### src/rtl/lfsr_stream_pkg.sv
// Shared types and the single-step LFSR helper for lfsr_stream.
// Exports: lfsr_state_t (FSM states), lfsr_vec_t, lfsr_step().
package lfsr_stream_pkg;

    typedef enum logic [0:0] {
        S_IDLE,
        S_RUN
    } lfsr_state_t;

    // Widest LFSR the helper supports; narrower registers are zero-extended.
    localparam int MAX_W = 64;

    typedef logic [MAX_W-1:0] lfsr_vec_t;

    // One Fibonacci step: the feedback enters at the top and the register
    // shifts toward bit 0. Bits at and above `width` must be zero on entry.
    function automatic lfsr_vec_t lfsr_step(
        input lfsr_vec_t state,
        input lfsr_vec_t taps,
        input int        width
    );
        lfsr_vec_t r;
        logic      fb;
        fb = ^(state & taps);
        r = state >> 1;
        r[width-1] = fb;
        return r;
    endfunction

endpackage

### src/rtl/lfsr_stream_if.sv
// Valid/ready stream bundle for lfsr_stream plus its control and status.
// master: the generator side; slave: the consumer/controller side.
interface lfsr_stream_if #(
    parameter int WIDTH = 16,
    parameter int BITS  = 4,
    parameter int CNT_W = 16
);
    logic             i_en;
    logic             i_seed_load;
    logic [WIDTH-1:0] i_seed;
    logic             i_ready;
    logic             o_valid;
    logic [BITS-1:0]  o_data;
    logic [CNT_W-1:0] o_count;
    logic             o_wrap;
    logic             o_lockup;

    modport master (
        input  i_en, i_seed_load, i_seed, i_ready,
        output o_valid, o_data, o_count, o_wrap, o_lockup
    );

    modport slave (
        output i_en, i_seed_load, i_seed, i_ready,
        input  o_valid, o_data, o_count, o_wrap, o_lockup
    );

endinterface

### src/rtl/lfsr_stream_next.sv
// Combinational advance of the LFSR by BITS single steps in one cycle.
// Ports: cur = present LFSR state, nxt = state after BITS steps.
module lfsr_stream_next
    import lfsr_stream_pkg::*;
#(
    parameter int               WIDTH = 16,
    parameter logic [WIDTH-1:0] TAPS  = 16'h6801,
    parameter int               BITS  = 4
) (
    input  logic [WIDTH-1:0] cur,
    output logic [WIDTH-1:0] nxt
);

    lfsr_vec_t v;
    logic      unused_hi;

    always_comb begin
        v = MAX_W'(cur);
        for (int i = 0; i < BITS; i++) begin
            v = lfsr_step(v, MAX_W'(TAPS), WIDTH);
        end
    end

    assign nxt = v[WIDTH-1:0];

    // Bits above WIDTH stay zero by construction.
    assign unused_hi = ^(v >> WIDTH);

endmodule

### src/rtl/lfsr_stream.sv
// Fibonacci LFSR random source emitting BITS bits per valid/ready transfer.
// Ports: i_clk, i_rst (async, active high), bus (lfsr_stream_if.master).
module lfsr_stream
    import lfsr_stream_pkg::*;
#(
    parameter int               WIDTH = 16,
    parameter logic [WIDTH-1:0] TAPS  = 16'h6801,
    parameter logic [WIDTH-1:0] SEED  = 16'hF733,
    parameter int               BITS  = 4,
    parameter int               CNT_W = 16
) (
    input logic          i_clk,
    input logic          i_rst,
    lfsr_stream_if.master bus
);

    lfsr_state_t      state;
    lfsr_state_t      state_nxt;
    logic [WIDTH-1:0] lfsr;
    logic [WIDTH-1:0] start;
    logic [WIDTH-1:0] adv;
    logic [WIDTH-1:0] load_val;
    logic [CNT_W-1:0] count;
    logic             wrap_q;
    logic             lockup_q;
    logic             valid;
    logic             xfer;
    logic             zero_seed;

    lfsr_stream_next #(
        .WIDTH(WIDTH),
        .TAPS (TAPS),
        .BITS (BITS)
    ) u_next (
        .cur(lfsr),
        .nxt(adv)
    );

    // An all-zero seed would lock the LFSR; substitute the default seed.
    assign zero_seed = (bus.i_seed == '0);
    assign load_val  = zero_seed ? SEED : bus.i_seed;

    always_comb begin
        state_nxt = state;
        valid     = 1'b0;
        unique case (state)
            S_IDLE: begin
                if (bus.i_en) state_nxt = S_RUN;
            end
            S_RUN: begin
                // A load owns the cycle, so nothing is offered.
                valid = ~bus.i_seed_load;
                if (!bus.i_en) state_nxt = S_IDLE;
            end
        endcase
    end

    assign xfer = valid & bus.i_ready;

    always_ff @(posedge i_clk or posedge i_rst) begin
        if (i_rst) begin
            state    <= S_IDLE;
            lfsr     <= SEED;
            start    <= SEED;
            count    <= '0;
            wrap_q   <= 1'b0;
            lockup_q <= 1'b0;
        end else begin
            state    <= state_nxt;
            wrap_q   <= 1'b0;
            lockup_q <= 1'b0;
            if (bus.i_seed_load) begin
                lfsr     <= load_val;
                start    <= load_val;
                count    <= '0;
                lockup_q <= zero_seed;
            end else if (xfer) begin
                lfsr   <= adv;
                count  <= count + 1'b1;
                wrap_q <= (adv == start);
            end
        end
    end

    assign bus.o_valid  = valid;
    assign bus.o_data   = valid ? lfsr[BITS-1:0] : '0;
    assign bus.o_count  = count;
    assign bus.o_wrap   = wrap_q;
    assign bus.o_lockup = lockup_q;

endmodule

### src/flat_wrapper.sv
// flat-port wrapper written by rule: the top's interface ports become plain ports
module lfsr_stream_flat import lfsr_stream_pkg::*;
#(
    parameter int               WIDTH = 16,
    parameter logic [WIDTH-1:0] TAPS  = 16'h6801,
    parameter logic [WIDTH-1:0] SEED  = 16'hF733,
    parameter int               BITS  = 4,
    parameter int               CNT_W = 16
)
  (i_clk, i_rst, bus_i_en, bus_i_seed_load, bus_i_seed, bus_i_ready, bus_o_valid, bus_o_data, bus_o_count, bus_o_wrap, bus_o_lockup);
  lfsr_stream_if #(.WIDTH(WIDTH), .BITS(BITS), .CNT_W(CNT_W)) bus_i ();
  input logic i_clk;
  input logic i_rst;
  input wire logic [$bits(bus_i.i_en)-1:0] bus_i_en;
  input wire logic [$bits(bus_i.i_seed_load)-1:0] bus_i_seed_load;
  input wire logic [$bits(bus_i.i_seed)-1:0] bus_i_seed;
  input wire logic [$bits(bus_i.i_ready)-1:0] bus_i_ready;
  output wire logic [$bits(bus_i.o_valid)-1:0] bus_o_valid;
  output wire logic [$bits(bus_i.o_data)-1:0] bus_o_data;
  output wire logic [$bits(bus_i.o_count)-1:0] bus_o_count;
  output wire logic [$bits(bus_i.o_wrap)-1:0] bus_o_wrap;
  output wire logic [$bits(bus_i.o_lockup)-1:0] bus_o_lockup;
  assign bus_i.i_en = bus_i_en;
  assign bus_i.i_seed_load = bus_i_seed_load;
  assign bus_i.i_seed = bus_i_seed;
  assign bus_i.i_ready = bus_i_ready;
  assign bus_o_valid = bus_i.o_valid;
  assign bus_o_data = bus_i.o_data;
  assign bus_o_count = bus_i.o_count;
  assign bus_o_wrap = bus_i.o_wrap;
  assign bus_o_lockup = bus_i.o_lockup;
  lfsr_stream #(.WIDTH(WIDTH), .TAPS(TAPS), .SEED(SEED), .BITS(BITS), .CNT_W(CNT_W)) u_core (.i_clk(i_clk), .i_rst(i_rst), .bus(bus_i));
endmodule
### config.mk
export PLATFORM = sky130hd
export DESIGN_NAME = lfsr_stream_flat
export DESIGN_NICKNAME = d
export VERILOG_FILES = /design/src/rtl/lfsr_stream_pkg.sv /design/src/rtl/lfsr_stream_if.sv /design/src/rtl/lfsr_stream_next.sv /design/src/rtl/lfsr_stream.sv /design/src/flat_wrapper.sv
export SDC_FILE = /design/constraint.sdc
export NUM_CORES = 1
export LEC_CHECK = 0
export BUFFER_PORTS_ARGS = -buffer_cell sky130_fd_sc_hd__buf_2
export CORE_MARGIN = 1.5
export CORE_UTILIZATION = 30
export DETAILED_ROUTE_END_ITERATION = 10
export PLACE_DENSITY_LB_ADDON = 0.3
export SLEW_MARGIN = 20
export SYNTH_ARGS = -nofsm -noshare
export SYNTH_HDL_FRONTEND = slang
export SYNTH_SLANG_ARGS = --single-unit
### constraint.sdc
create_clock -name i_clk -period 2.4 [get_ports i_clk]
set_clock_uncertainty 0.2 [all_clocks]
set_input_delay 0.36 -clock i_clk [delete_from_list [all_inputs] [get_ports i_clk]]
set_output_delay 0.36 -clock i_clk [all_outputs]
set_load 0.02 [all_outputs]
---- Word-level counts from Yosys, hierarchy flattened ----
Index checks and enable logic that the tools add are counted.
cells by class
  mux-type cells .......................... 11
  eq/ne operators ......................... 1
  bitwise gates (word level) .............. 2
  reduce and logical (&&, ||, !) cells .... 6
  add/subtract/negate cells ............... 1
operators with widths
  operator                                        count
  XOR reduction 64 bit                            4
  2-to-1 mux 16 bit                               5
  adder 16 x 1 -> 16 bit (second input constant)  1
  equality test 16 bit                            1
  zero test 16 bit                                1
  2-to-1 mux 1 bit                                5
  2-to-1 mux 4 bit                                1
  nonzero test 2 bit                              1
  AND 1 bit                                       1
  inverter 1 bit                                  1
storage, ports and cells
  bits of input ports ..................... 21
  register bits ........................... 51

---- Depth between registers and ports, before layout ----
Gate-level depths: netlist of the first run.
  depth in word-level cells ............... 5
  mapped depth ............................ 6

---- Cells and area by module ----
Synthesis of the first run repeated with hierarchy kept, for this count alone.
second synthesis, totals
  cells, all modules ...................... 241
  area, all modules ....................... 2,695.1 sq um
modules (own cells, without submodules)
  module            instances  seq. area each (sq um)  cells each  area an instance (sq um)
  lfsr_stream       1          1,303.8                 218         2,486.1
  lfsr_stream_next  1          0.0                     23          209.0

---- Worst setup path before layout of the first run ----
OpenSTA, ideal clock, no wires.
  kind .................................... reg-to-reg
  start point ............................. register u_core.lfsr[14]
  end point ............................... register u_core.wrap_q (netlist: u_core.bus.o_wrap)
  path slack .............................. 0.286 ns
  arrival ................................. 1.820 ns
  buffers on the path ..................... 1
  data required time ...................... 2.106 ns
  stages on the path, launching flop included .. 6
  cell sequence ........................... dfstp_2 > clkbuf_1 > xnor3_1 > xor2_1 > mux2_2 > a211oi_1
on the way
  word-level cells in the longest chain between the ends .. 5
ends and longest elaborated chain
  item                               RTL line               RTL
  start, declared                    lfsr_stream.sv:19      logic [WIDTH-1:0] lfsr;
  start signal, assigned             lfsr_stream.sv:73      lfsr <= load_val;
  start signal, assigned             lfsr_stream.sv:78      lfsr <= adv;
  XOR reduction 64 bit (2 in a row)  lfsr_stream_pkg.sv:24  fb = ^(state & taps);
  equality test 16 bit *             lfsr_stream.sv:80      wrap_q <= (adv == start);
  2-to-1 mux 1 bit *                 lfsr_stream.sv:77      end else if (xfer) begin
  2-to-1 mux 1 bit *                 lfsr_stream.sv:72      if (bus.i_seed_load) begin
  end signal, assigned               lfsr_stream.sv:80
  end, declared                      lfsr_stream.sv:24      logic wrap_q;
Every way passes the cells marked *; elsewhere a longest branch is shown, timed or not.
A chain may end at the register's enable or synchronous reset.

---- Final worst setup path of the first run ----
  start point ............................. register u_core.lfsr[0]
  end point ............................... register u_core.wrap_q (netlist: u_core.bus.o_wrap)
on the way
  word-level cells in the longest chain between the ends .. 5
ends and longest elaborated chain
  item                    RTL line
  XOR reduction 64 bit *  lfsr_stream_pkg.sv:24
  XOR reduction 64 bit    lfsr_stream_pkg.sv:24
  equality test 16 bit *  lfsr_stream.sv:80
  2-to-1 mux 1 bit *      lfsr_stream.sv:77
  2-to-1 mux 1 bit *      lfsr_stream.sv:72
Marks and branches as above.

==> metrics, run 1 <==
outcome=complete, no violations; Power Density=655 nW/um^2; Final HPWL DP=4.41 mm; CTS tree=done; worst skew pair latency=0.30 ns; clock sinks=51; share of cells above drive strength 1=32.4%; Worst Path Arrival=2.15 ns; CP Class=register to register; pin count of the biggest net entering global routing=45; Antenna Cells=0; Die H=96.0 um; flops & latches, synth=51; initial antenna violation count=0; number of global-route vias before repair=1932; Net count, final=314; EDFF count, synth=0; Data required, critical path=2.42 ns; worst min-delay path class=input pin to register; Post-synth ARST share=100%; critical path endpoint category=register; Max-Cap Viols=0; routed wire length=5.91 mm; Pins Over Slew Limit=0; CTS Hold Bufs=2; Synth Net Count=264; final setup violating endpoints=0; GRT overflow=0; final setup TNS=0 ns; peak supply drop=0.000282 V; fmax=469 MHz; hold depth=2; Via density=4.94; Post-Syn Instances=242; Final Hold Fails=0; first-pass GRT wire length=9.71 mm; Die X=96.0 um; Synth Area per Inst=10.7 um^2; routed length per placed instance=14.8 um; residual DRC count=0; Initial Util=31.3%; sequential share of the synthesized area=50.2%; root buf cell=clkbuf_8; CP Launch Type=register; routability congestion estimate=0.784; Placement Cell Area=2980 um^2; Worst Tran Pin Value=0.537 ns; total CTS buffers=5; Synth top cells by count=29 x dfrtp_1, 23 x o21ai_0, 22 x dfstp_2, 19 x xor2_1, 17 x o22a_1; CTS resizes=0; top-count cell post-synth=dfrtp_1; H-Tree Depth=2; first-pass detailed-route iteration total=4; FP Rows=33; # IOs=44; Synth area leader=dfrtp_1; maximum root-to-sink buffer count=2; count of cell types in the netlist=36; static leakage=0.00137 uW; Layout area overhead=20.0%; total number of vias=1965; worst slew margin relative to its limit=63.9%; Post-synth top flop=dfrtp_1; worst r2r path cells=4; die footprint=9220 um^2; Post-CTS Setup Inserts=0; Mapped Area=2600 um^2; crit-path max FO=3; Core Area=8300 um^2; Synth top area share=28.0%; Synth warnings=0; # port buffers=43; cell area after layout=3120 um^2; Tmin final=2.13 ns; unrepaired setup endpoints after global routing=no; final period utilization=88.9%; leading post-synthesis cells by cell area=dfrtp_1 28%, dfstp_2 22%, xor2_1 6.4%, o22a_1 5.7%, o21ai_0 4.4%; Detail Route Antenna Nets=0; clock-pin slew on the worst setup and hold paths=0.09 ns; GRT Total Usage=13.9%; DR iter-0 viols=50
[state kept, by name (all words and copies together) (netlist names)]
register	cells
u_core.bus.o_wrap	1
u_core.bus.o_count	16
u_core.start	16
u_core.lfsr	16
u_core.bus.o_lockup	1
u_core.state	1
[layer usage]
metal,GRT usage [%],wire [um],vias up,share of wire (%)
met4,3.68,33,0,0.56
met3,3.00,266,4,4.5
met1,19.7,3010,957,51
met2,21.2,2600,44,44
met5,0,0,-,0
li1,-,-,960,-
[report_power, final]
group          total (uW)  internal, uW  leakage, uW  switching (uW)
combinational         394           193     0.000691             201
clock                 627           338    0.0000612             289
sequential           1020           951     0.000615            69.2
[metrics by stage]
step / instances / power, uW / setup slack, ns / hold slack [ns] / utilization, %
finish: 398 / 2040 / 0.267 / 0.101 / 37.5
floorplan: 242 / 1310 / 0.286 / 0.191 / -
detailed placement: 388 / 1430 / 0.266 / 0.139 / 35.9
global route: 398 / 2150 / 0.143 / 0.0968 / 37.5
global placement: 388 / 1430 / 0.318 / 0.145 / 35.9
CTS: 398 / 2070 / 0.253 / 0.0968 / 37.5
[area by class of cell]
| class | instances | area, um^2 |
|---|---|---|
| fill | 859 | 5180 |
| tap | 105 | 131 |
| clock inverter | 2 | 35.0 |
| sequential | 51 | 1300 |
| inverter | 10 | 37.5 |
| multi-input combinational | 170 | 1210 |
| clock buffer | 6 | 82.6 |
| timing repair buffer | 54 | 315 |
[kinds of logic after synthesis]
kind of cell             share of synthesized area (%)
flip-flops                                        50.2
multiplexers                                      6.55
adder cells (fa/ha/maj)                          0.482
AND/OR/NAND/NOR                                   14.8
buffers and inverters                             3.18
AO/OA/AOI/OAI                                     12.6
XOR/XNOR                                          12.2
[path summary, 6_finish.rpt]
kind,from,to,slack [ns]
worst max-delay path,u_core.lfsr[0],u_core.bus.o_wrap,0.27
worst min-delay path,bus_i_seed[9],u_core.start[9],0.10
worst max register to register,u_core.lfsr[0],u_core.bus.o_wrap,0.27
worst min register to register,u_core.start[15],u_core.start[15],0.31
max in group asynchronous,i_rst,u_core.lfsr[14],1.08
min in group asynchronous,i_rst,u_core.bus.o_count[7],0.35
[layout by cell type, fill, tap and decap left out, types with 10 or more instances in the layout]
cell     instances
xnor2_1         12
dfrtp_1         29
o21ai_0         23
o22a_1          17
xor2_1          19
buf_2           43
dfstp_2         22
nor4_1          10
nand2_1         15
[critical path, cell delays in order (launching register included)]
cell and delay [ns]:
dfstp_2 0.55, xnor3_1 0.45, xor2_1 0.24, mux2_2 0.37
a211oi_1 0.24
No activity file was read; power rests on OpenSTA's default activity.
==> inputs of run 2 (changes only) <==
==> constraint.sdc (replaced) <==
create_clock -name i_clk -period 2.4 [get_ports i_clk]
set_clock_uncertainty 0.2 [all_clocks]
set_input_delay 0.48 -clock i_clk [delete_from_list [all_inputs] [get_ports i_clk]]
set_output_delay 0.48 -clock i_clk [all_outputs]
set_load 0.02 [all_outputs]
==> run 2 against run 1 <==
Critical path type unchanged; highest routed layer unchanged; die area unchanged; cell count decreased by 0.75%; sequential power about the same; final area decreased by 2.0%; worst setup slack got worse by 0.041 ns; worst hold slack got worse by 0.099 ns.
==> metrics, run 2 (synthesized netlist as in run 1, its figures left out) <==
final period utilization=90.6% (+1.7 points); Net count, final=311 (-0.96%); # port buffers=43 (unchanged); residual DRC count=0 (unchanged); CTS tree=done; Antenna Cells=0 (unchanged); Worst Tran Pin Value=0.585 ns (+0.0479 ns); commonest non-fill, non-tap cell in the layout=buf_2; worst skew pair latency=0.30 ns (about the same); Tmin final=2.17 ns (+0.0408 ns); Via density=5.01 (+1.5%); number of global-route vias before repair=2003 (+3.7%); CP Launch Type=register; first-pass GRT wire length=10.0 mm (+3.5%); final setup violating endpoints=0 (unchanged); crit path to=u_core.bus.o_wrap; DR iter-0 viols=84 (+68%); root buf cell=clkbuf_8; cell area after layout=3050 um^2 (-2.0%); GRT Total Usage=14.4% (+0.54 points); worst slew margin relative to its limit=60.7% (-3.2 points); routed length per placed instance=15.4 um (+3.9%); first-pass detailed-route iteration total=4 (unchanged); pin count of the biggest net entering global routing=52 (+16%); # IOs=44 (unchanged); Core Area=8300 um^2 (unchanged); clock sinks=51 (unchanged); total CTS buffers=5 (unchanged); Final HPWL DP=4.39 mm (-0.48%); Pins Over Slew Limit=0 (unchanged); Die H=96.0 um (unchanged); critical path launch point=u_core.lfsr[0]; Max-Cap Viols=0 (unchanged); reg2reg start=u_core.lfsr[0]; crit-path max FO=3 (unchanged); Detail Route Antenna Nets=0 (unchanged); fmax=460 MHz (-1.9%); unrepaired setup endpoints after global routing=no; Worst Path Arrival=2.19 ns (+0.04 ns); Placement Cell Area=2970 um^2 (-0.25%); outcome=complete, no violations; H-Tree Depth=2 (unchanged); Final Hold Fails=0 (unchanged); Power Density=624 nW/um^2 (-4.8%); worst r2r path cells=4 (unchanged); Die X=96.0 um (unchanged); CTS Hold Bufs=0 (-2); total number of vias=1979 (+0.71%); die footprint=9220 um^2 (unchanged); Data required, critical path=2.42 ns (about the same); most frequent cells in the layout=43 x buf_2, 29 x dfrtp_1, 23 x o21ai_0; critical path endpoint category=register; routed wire length=6.09 mm (+3.1%); Post-CTS Setup Inserts=0 (unchanged); Initial Util=31.3% (unchanged); reg2reg setup slack=0.23 ns (-0.04 ns); initial antenna violation count=0 (unchanged); Layout area overhead=17.5%; maximum root-to-sink buffer count=2 (unchanged); RR Endpoint=u_core.bus.o_wrap; final setup TNS=0 ns (unchanged); CTS resizes=0 (unchanged); share of cells above drive strength 1=31.7% (-0.70 points); GRT overflow=0 (unchanged); routability congestion estimate=0.735 (-6.2%); clock-pin slew on the worst setup and hold paths=0.09 ns (about the same); static leakage=0.00134 uW (-2.3%); worst min-delay path class=input pin to asynchronous set/reset pin; FP Rows=33 (unchanged); CP Class=register to register; peak supply drop=0.000249 V (-12%)
-- run 2: cell count changes in the layout (fill, tap and decap cells not counted) --
cell,before,now
bufinv_16,1,0
dlygate4sd3_1,2,0
buf_4,8,7
clkbuf_8,6,5
clkbuf_1,0,2
-- run 2: worst min-delay path by stage --
stage | end | slack (ns) | cells past startpoint
2_1_floorplan | u_core.start[15] | 0.27 | 2
3_3_place_gp | u_core.start[15] | 0.28 | 2
3_5_place_dp | u_core.start[15] | 0.32 | 2
4_1_cts | u_core.bus.o_count[7] | 0.01 | 3
5_1_grt | u_core.start[7] | 0.03 | 3
6_report | u_core.bus.o_count[2] | 0.002 | 3
-- run 2: per-stage QoR --
step / setup WS [ns] / utilization, % / instances / total power (uW) / hold WS (ns)
finish: 0.227 / 36.8 / 395 / 1900 / 0.00195
global route: 0.131 / 36.8 / 395 / 2020 / 0.0257
CTS: 0.220 / 36.8 / 395 / 1930 / 0.0123
detailed placement: 0.224 / 35.8 / 387 / 1430 / 0.321
global placement: 0.280 / 35.8 / 387 / 1420 / 0.285
floorplan: 0.286 / - / 242 / 1310 / 0.270
-- run 2: final cells by class --
| type | count | area, um^2 |
|---|---|---|
| Tap cell | 105 | 131 |
| Inverter | 10 | 37.5 |
| Timing Repair Buffer | 51 | 288 |
| Clock inverter | 1 | 5.00 |
| Sequential cell | 51 | 1300 |
| Fill cell | 847 | 5250 |
| Multi-Input combinational cell | 170 | 1210 |
| Clock buffer | 7 | 76.3 |
-- run 2: worst max-delay path, cell delays in order, from the launching register on --
cell	delay (ns)
dfstp_2	0.54
xnor3_1	0.46
xor2_1	0.28
mux2_2	0.38
a211oi_1	0.22
-- run 2: where the power goes --
group	internal (uW)	switching, uW	total [uW]
combinational	190	201	392
sequential	951	71.0	1020
clock	206	285	491
-- run 2: layer usage --
metal | global-route usage, % | part of all wire, % | up-vias
li1 | - | - | 953
met4 | 3.31 | 1.0 | 0
met5 | 0 | 0 | -
met3 | 3.00 | 5.1 | 7
met2 | 23.4 | 45 | 56
met1 | 19.6 | 48 | 963
